## src/rtl/pkt_stream_arbiter_if.sv

```systemverilog
// pkt_stream_arbiter_if
//   Bundles the N_SRC packed ingress AXI-stream sources and the single egress
//   stream of the packet arbiter.
//
//   Ingress (one slice per source, source i in slice i):
//     s_tdata    N_SRC*DATA_W  flit data
//     s_tkeep    N_SRC*KEEP_W  byte enables
//     s_tlast    N_SRC         end of packet
//     s_tvalid   N_SRC         flit valid
//     s_hdr_type N_SRC*8       header type (0 RAW_AXI, 1 ETHERNET, 2 MPI)
//     s_tready   N_SRC         per-source ready (driven by the arbiter)
//   Egress:
//     m_tdata, m_tkeep, m_tlast, m_tvalid, m_tready
//     m_tdest    2             granted source index
//     m_hdr_type 8             header type latched at grant
//
//   Modport master: the arbiter's view. Modport slave: the surrounding
//   sources and the downstream consumer.
interface pkt_stream_arbiter_if #(
    parameter int N_SRC  = 2,
    parameter int DATA_W = 64,
    parameter int KEEP_W = 8
);
    logic [N_SRC*DATA_W-1:0] s_tdata;
    logic [N_SRC*KEEP_W-1:0] s_tkeep;
    logic [N_SRC-1:0]        s_tlast;
    logic [N_SRC-1:0]        s_tvalid;
    logic [N_SRC*8-1:0]      s_hdr_type;
    logic [N_SRC-1:0]        s_tready;

    logic [DATA_W-1:0]       m_tdata;
    logic [KEEP_W-1:0]       m_tkeep;
    logic                    m_tlast;
    logic                    m_tvalid;
    logic                    m_tready;
    logic [1:0]              m_tdest;
    logic [7:0]              m_hdr_type;

    modport master (
        input  s_tdata, s_tkeep, s_tlast, s_tvalid, s_hdr_type, m_tready,
        output s_tready, m_tdata, m_tkeep, m_tlast, m_tvalid, m_tdest, m_hdr_type
    );

    modport slave (
        output s_tdata, s_tkeep, s_tlast, s_tvalid, s_hdr_type, m_tready,
        input  s_tready, m_tdata, m_tkeep, m_tlast, m_tvalid, m_tdest, m_hdr_type
    );
endinterface

```

## src/rtl/pkt_stream_arbiter.sv

```systemverilog
// pkt_stream_arbiter
//   Round-robin, packet-granular arbiter sharing one AXI-stream egress among
//   N_SRC packet sources. A grant is held from the first flit of a packet to
//   its tlast beat; packets longer than MAX_FLITS are cut with a forced tlast
//   and the remainder is arbitrated later as a fresh packet.
//
//   Ports:
//     aclk         clock
//     aresetn      synchronous active-low reset
//     bus          pkt_stream_arbiter_if.master (ingress sources + egress)
//     busy         high while a packet is being transferred
//     pkt_count    packets completed (forced ones included), wraps
//     err_overrun  one-cycle pulse after a packet was truncated
module pkt_stream_arbiter #(
    parameter int N_SRC     = 2,
    parameter int DATA_W    = 64,
    parameter int KEEP_W    = 8,
    parameter int MAX_FLITS = 256,
    parameter int CNT_W     = 32
) (
    input  logic                 aclk,
    input  logic                 aresetn,
    pkt_stream_arbiter_if.master bus,
    output logic                 busy,
    output logic [CNT_W-1:0]     pkt_count,
    output logic                 err_overrun
);

    localparam int GW = (N_SRC > 1) ? $clog2(N_SRC) : 1;
    localparam int FW = (MAX_FLITS > 1) ? $clog2(MAX_FLITS) : 1;
    localparam logic [FW-1:0] FLIT_LAST = FW'(MAX_FLITS - 1);
    localparam logic [GW-1:0] SRC_LAST  = GW'(N_SRC - 1);

    typedef enum logic {
        IDLE,
        XFER
    } state_t;

    state_t        state;
    logic [GW-1:0] grant;
    logic [GW-1:0] rr_ptr;
    logic [FW-1:0] flit_cnt;
    logic [7:0]    hdr_q;
    logic [GW-1:0] pick_idx;
    logic          pick_valid;
    logic          in_xfer;
    logic          force_last;
    logic          beat;

    assign in_xfer    = (state == XFER);
    assign force_last = (flit_cnt == FLIT_LAST);
    assign beat       = bus.m_tvalid & bus.m_tready;

    // Data path is a straight mux on the held grant, so stalls keep the
    // egress stable for as long as the source holds its flit.
    assign bus.m_tdata    = bus.s_tdata[int'(grant)*DATA_W +: DATA_W];
    assign bus.m_tkeep    = bus.s_tkeep[int'(grant)*KEEP_W +: KEEP_W];
    assign bus.m_tdest    = 2'(grant);
    assign bus.m_hdr_type = hdr_q;

    always_comb begin
        bus.m_tvalid = 1'b0;
        bus.m_tlast  = 1'b0;
        bus.s_tready = '0;
        if (in_xfer) begin
            bus.m_tvalid        = bus.s_tvalid[grant];
            bus.m_tlast         = bus.s_tlast[grant] | force_last;
            bus.s_tready[grant] = bus.m_tready;
        end
    end

    // Scan from rr_ptr upwards (mod N_SRC). Iterating from the far end down
    // lets the nearest requester overwrite any farther one.
    always_comb begin
        pick_valid = 1'b0;
        pick_idx   = '0;
        for (int k = N_SRC - 1; k >= 0; k--) begin
            if (bus.s_tvalid[(int'(rr_ptr) + k) % N_SRC]) begin
                pick_valid = 1'b1;
                pick_idx   = GW'((int'(rr_ptr) + k) % N_SRC);
            end
        end
    end

    always_ff @(posedge aclk) begin
        if (!aresetn) begin
            state       <= IDLE;
            grant       <= '0;
            rr_ptr      <= '0;
            flit_cnt    <= '0;
            hdr_q       <= '0;
            busy        <= 1'b0;
            pkt_count   <= '0;
            err_overrun <= 1'b0;
        end else begin
            err_overrun <= 1'b0;
            case (state)
                IDLE: begin
                    if (pick_valid) begin
                        grant    <= pick_idx;
                        hdr_q    <= bus.s_hdr_type[int'(pick_idx)*8 +: 8];
                        flit_cnt <= '0;
                        busy     <= 1'b1;
                        state    <= XFER;
                    end
                end
                XFER: begin
                    if (beat) begin
                        if (bus.m_tlast) begin
                            pkt_count   <= pkt_count + 1'b1;
                            rr_ptr      <= (grant == SRC_LAST) ? '0 : grant + 1'b1;
                            flit_cnt    <= '0;
                            busy        <= 1'b0;
                            state       <= IDLE;
                            // Truncation only when the source itself did not end here.
                            err_overrun <= force_last & ~bus.s_tlast[grant];
                        end else begin
                            flit_cnt <= flit_cnt + 1'b1;
                        end
                    end
                end
                default: state <= IDLE;
            endcase
        end
    end

endmodule

```

## src/flat_wrapper.sv

```systemverilog
// flat-port wrapper written by rule: the top's interface ports become plain ports
module pkt_stream_arbiter_flat 
#(
    parameter int N_SRC     = 2,
    parameter int DATA_W    = 64,
    parameter int KEEP_W    = 8,
    parameter int MAX_FLITS = 256,
    parameter int CNT_W     = 32
)
  (aclk, aresetn, busy, pkt_count, err_overrun, bus_s_tdata, bus_s_tkeep, bus_s_tlast, bus_s_tvalid, bus_s_hdr_type, bus_m_tready, bus_s_tready, bus_m_tdata, bus_m_tkeep, bus_m_tlast, bus_m_tvalid, bus_m_tdest, bus_m_hdr_type);
  pkt_stream_arbiter_if #(.N_SRC(N_SRC), .DATA_W(DATA_W), .KEEP_W(KEEP_W)) bus_i ();
  input  logic aclk;
  input  logic aresetn;
  output logic busy;
  output logic [CNT_W-1:0] pkt_count;
  output logic err_overrun;
  input wire logic [$bits(bus_i.s_tdata)-1:0] bus_s_tdata;
  input wire logic [$bits(bus_i.s_tkeep)-1:0] bus_s_tkeep;
  input wire logic [$bits(bus_i.s_tlast)-1:0] bus_s_tlast;
  input wire logic [$bits(bus_i.s_tvalid)-1:0] bus_s_tvalid;
  input wire logic [$bits(bus_i.s_hdr_type)-1:0] bus_s_hdr_type;
  input wire logic [$bits(bus_i.m_tready)-1:0] bus_m_tready;
  output wire logic [$bits(bus_i.s_tready)-1:0] bus_s_tready;
  output wire logic [$bits(bus_i.m_tdata)-1:0] bus_m_tdata;
  output wire logic [$bits(bus_i.m_tkeep)-1:0] bus_m_tkeep;
  output wire logic [$bits(bus_i.m_tlast)-1:0] bus_m_tlast;
  output wire logic [$bits(bus_i.m_tvalid)-1:0] bus_m_tvalid;
  output wire logic [$bits(bus_i.m_tdest)-1:0] bus_m_tdest;
  output wire logic [$bits(bus_i.m_hdr_type)-1:0] bus_m_hdr_type;
  assign bus_i.s_tdata = bus_s_tdata;
  assign bus_i.s_tkeep = bus_s_tkeep;
  assign bus_i.s_tlast = bus_s_tlast;
  assign bus_i.s_tvalid = bus_s_tvalid;
  assign bus_i.s_hdr_type = bus_s_hdr_type;
  assign bus_i.m_tready = bus_m_tready;
  assign bus_s_tready = bus_i.s_tready;
  assign bus_m_tdata = bus_i.m_tdata;
  assign bus_m_tkeep = bus_i.m_tkeep;
  assign bus_m_tlast = bus_i.m_tlast;
  assign bus_m_tvalid = bus_i.m_tvalid;
  assign bus_m_tdest = bus_i.m_tdest;
  assign bus_m_hdr_type = bus_i.m_hdr_type;
  pkt_stream_arbiter #(.N_SRC(N_SRC), .DATA_W(DATA_W), .KEEP_W(KEEP_W), .MAX_FLITS(MAX_FLITS), .CNT_W(CNT_W)) u_core (.aclk(aclk), .aresetn(aresetn), .bus(bus_i), .busy(busy), .pkt_count(pkt_count), .err_overrun(err_overrun));
endmodule
```

## config.mk

```make
export PLATFORM = sky130hd
export DESIGN_NAME = pkt_stream_arbiter_flat
export DESIGN_NICKNAME = d
export VERILOG_FILES = /design/src/rtl/pkt_stream_arbiter_if.sv /design/src/rtl/pkt_stream_arbiter.sv /design/src/flat_wrapper.sv
export SDC_FILE = /design/constraint.sdc
export NUM_CORES = 1
export LEC_CHECK = 0
export CORE_AREA = 10 10 115 117
export DETAILED_ROUTE_END_ITERATION = 16
export DIE_AREA = 0 0 125 127
export PLACE_DENSITY = 0.8
export SYNTH_ARGS = -nofsm -noshare
export SYNTH_HDL_FRONTEND = slang
export SYNTH_SLANG_ARGS = --single-unit
```

## constraint.sdc

```tcl
create_clock -name aclk -period 2.3 [get_ports aclk]
set_clock_uncertainty 0.2 [all_clocks]
set_input_delay 0.23 -clock aclk [delete_from_list [all_inputs] [get_ports aclk]]
set_output_delay 0.23 -clock aclk [all_outputs]
set_load 0.03 [all_outputs]
```

==> reports/qor.csv <==
stage,metric,value,unit
synthesis,syn_avg_cell_area,8.960,um^2
setup_path,cp-end-kind,primary output,
pwr,p_seq_frac,0.332,
drt,detail_route.wl_per_cell,22.67,um
drt,first_pass_iters,5,
synthesis,synth_seq_cells,53,
pwr,power_frac_comb,0.392,
placement,port_buffers,285,
clock_network,cts_tree,built,
grt,grt_pass1_vias,4386,
die,die_y,127,um
grt,antenna_found_initial,6,
placement,place_ws,-72.67,ps
pwr,netSwitchingFraction,0.3160,
clock_network,cts-buffers-inserted,5,
sta,finalSetupViolCount,0,
die,chipWidth,125,um
setup_path,path_class,flop to primary output,
setup_path,start_kind,flop,
finish,fin_nets,866,
clock_network,cts_sinks,53,
die,ios,287,
synthesis,synth.area.top_cells,"dfxtp_1 29%, mux2_2 22%, mux2i_1 6.9%",
placement,gp_congestion,0.9717,
sta,rsz0062_at_grt,false,
synthesis,ys_seq_area_frac,0.2931,
synthesis,synth_edf_count,0,
synthesis,yosysTopAreaCell,dfxtp_1,
clock_network,htree_levels,2,
sta,clock.fmax,0.4538,GHz
sta,tns,0,ps
synthesis,yosysWarnings,0,
worst_hold_path,hold_end,u_core.pkt_count[29],
clock_network,cts_root_buf,clkbuf_16,
clock_network,cts.path.max_buffers,2,
pwr,p_sw,0.9108,mW
finish,mostFrequentLayoutCell,clkdlybuf4s50_1,
worst_hold_path,hp-start,u_core.pkt_count[29],
finish,instances_no_fill,842,
clock_network,clk-insertion-delay-late,290,ps
drt,drt_iter0_drc,276,
sta,fin_crit_sh,0.9580,
die,core_area,11130,um^2
die,start_util,0.3253,
sta,layout_setup_ws,96.62,ps
placement,place_inst,832,
pwr,vdd_drop_max,310.1,uV
clock_network,hold_buffers,0,
finish,post-route-util,0.6236,
drt,viasPerCell,5.221,
drt,drt_wl_total,19090,um
grt,grt_pass1_wl,28060,um
run,cap_viol_max_count,0,
sta,max_slew.worst_pin.slew,577.2,ps
drt,num_vias,4396,
setup_path,required,1870,ps
grt,grt_max_degree,49,
synthesis,yosysTopAreaCellShare,0.2931,
pwr,cellPowerDensity,415.5,nW/um^2
setup_path,reg2reg_to,u_core.pkt_count[3],
sta,final_hold_viol_count,0,
sta,final.min_clock_period,2203,ps
setup_path,critPathMaxFanout,7,
drt,drc_errors,0,
clock_network,clk_transition_reported_paths,70,ps
die,rows,39,
grt,grt.total_usage,0.2246,
pwr,power_frac_clock,0.276,
grt,grt-ovfl-total,0,
synthesis,netlist_instances,404,
pwr,p_leak,2.622,nW
status,status,"finished, final reports clean",
setup_path,r2r_start,u_core.flit_cnt[0],
finish,drive_above_1_share,0.2166,
sta,slew_viol_final,0,
setup_path,crit_arrival,1770,ps
synthesis,syn-num-nets,573,
die,die_area,15880,um^2
synthesis,postSynth.asyncResetShare,0,
worst_hold_path,whs_path_depth,2,
synthesis,synth_cell_types,44,
setup_path,worstRegToRegCells,6,
finish,area_growth,91.67,%
finish,final_cell_mix,"210 x clkdlybuf4s50_1, 72 x mux2_2, 56 x buf_4, 52 x dfxtp_1, 39 x dlygate4sd2_1",
pwr,p_int,1.972,mW
synthesis,syn-cell-area,3620,um^2
worst_hold_path,worstHoldPathType,flop to flop,
synthesis,ys.flop_type,dfxtp_1,
placement,dp_hpwl,16390,um
sta,relSlewSlack,0.6152,
setup_path,r2r_slack,150,ps
drt,postRouteAntennaNets,0,
==> cells by family after synthesis <==
group	count (synthesis)	synth area share
AOI/OAI and AO/OA	70	0.1286
xor gates and xnor gates	1	0.002420
adders and majority gates	2	0.006912
buffers and inverters	36	0.04113
DFF	53	0.2931
muxes	98	0.2973
other	1	0.001036
and+or+nand+nor	143	0.2295
==> per-layer routing <==
metal | wire length (um) | up-vias | GRT usage
met1 | 7249 | 2057 | 0.2436
met3 | 1856 | 13 | 0.09843
met5 | 48 | - | 0
met4 | 60 | 8 | 0.02033
li1 | - | 2129 | -
met2 | 9874 | 189 | 0.4101
==> cell usage after synthesis, types with 9 or more instances <==
library cell,count
mux2_2,72
dfxtp_1,53
nand2_1,28
mux2i_1,25
clkbuf_1,24
a21oi_1,17
nand2b_1,17
nand4_1,15
nor4_1,14
or4_1,14
o31ai_1,13
nand3_1,12
nor2_1,12
and4_1,10
o21ai_0,9
==> power by group through the flow <==
stage | sequential [mW] | clock (mW) | combinational [mW]
after global routing | 0.958 | 0.851 | 1.19
after global placement | 0.976 | 0 | 1.16
final | 0.956 | 0.796 | 1.13
after CTS | 0.956 | 0.802 | 1.14
after floorplan | 1.01 | 0 | 0.505
after detailed placement | 0.976 | 0 | 1.18
==> critical path, cell delays in order, from the launching register on <==
cell     delay (ps)
dfxtp_4         390
buf_4           170
mux2i_1         360
o21ai_2         190
and2_1          230
buf_12          140
==> timing repair <==
item | 4_1_cts | 5_1_grt
hold endpoints to repair | 0 | 0
setup buffers | 0 | 1
endpoints found under the setup margin | 40 | 23
gates resized for setup | 40 | 9
pin swaps | 0 | 2
gates cloned | 0 | 0
==> how the worst max path moves through the flow <==
| stage | start | endpoint | slack (ps) | depth (start not counted) |
|---|---|---|---|---|
| after floorplan | u_core.pkt_count[2] | u_core.pkt_count[23] | 30 | 5 |
| after global placement | bus_s_tvalid[0] | u_core.pkt_count[9] | -50 | 5 |
| after detailed placement | bus_s_tvalid[1] | u_core.pkt_count[11] | -70 | 5 |
| after CTS | u_core.grant | bus_m_tdata[31] | 3 | 3 |
| after global routing | u_core.flit_cnt[0] | u_core.pkt_count[23] | 1 | 6 |
| final | u_core.grant | bus_m_tlast | 100 | 5 |
==> cell type report <==
type / instances / area (um^2)
flip-flops and latches: 53 / 1065
inverters: 4 / 15.01
repair buffers: 318 / 3087
multi-input cells: 315 / 2432
fillers: 964 / 4188
clock inverters: 1 / 5.005
clock buffers: 6 / 150.1
diodes: 2 / 5.005
well taps: 143 / 178.9
==> registers in the layout, indices dropped and copies added, names as in the netlist <==
| name | cells |
|---|---|
| u_core.flit_cnt | 8 |
| u_core.busy | 1 |
| u_core.err_overrun | 1 |
| u_core.bus.m_hdr_type | 8 |
| u_core.pkt_count | 32 |
| u_core.in_xfer | 1 |
| u_core.grant | 1 |
| u_core.rr_ptr | 1 |
==> stage by stage <==
stage / total power, mW / hold WS [ps] / area [um^2]
5_1_grt: 2.996 / 322.5 / 6933
6_report: 2.883 / 288.4 / 6938
3_3_place_gp: 2.136 / 258.2 / 6784
2_1_floorplan: 1.511 / 179.9 / 3620
3_5_place_dp: 2.152 / 276.8 / 6784
4_1_cts: 2.898 / 290.8 / 6894
No activity file was read; power rests on OpenSTA's default activity.
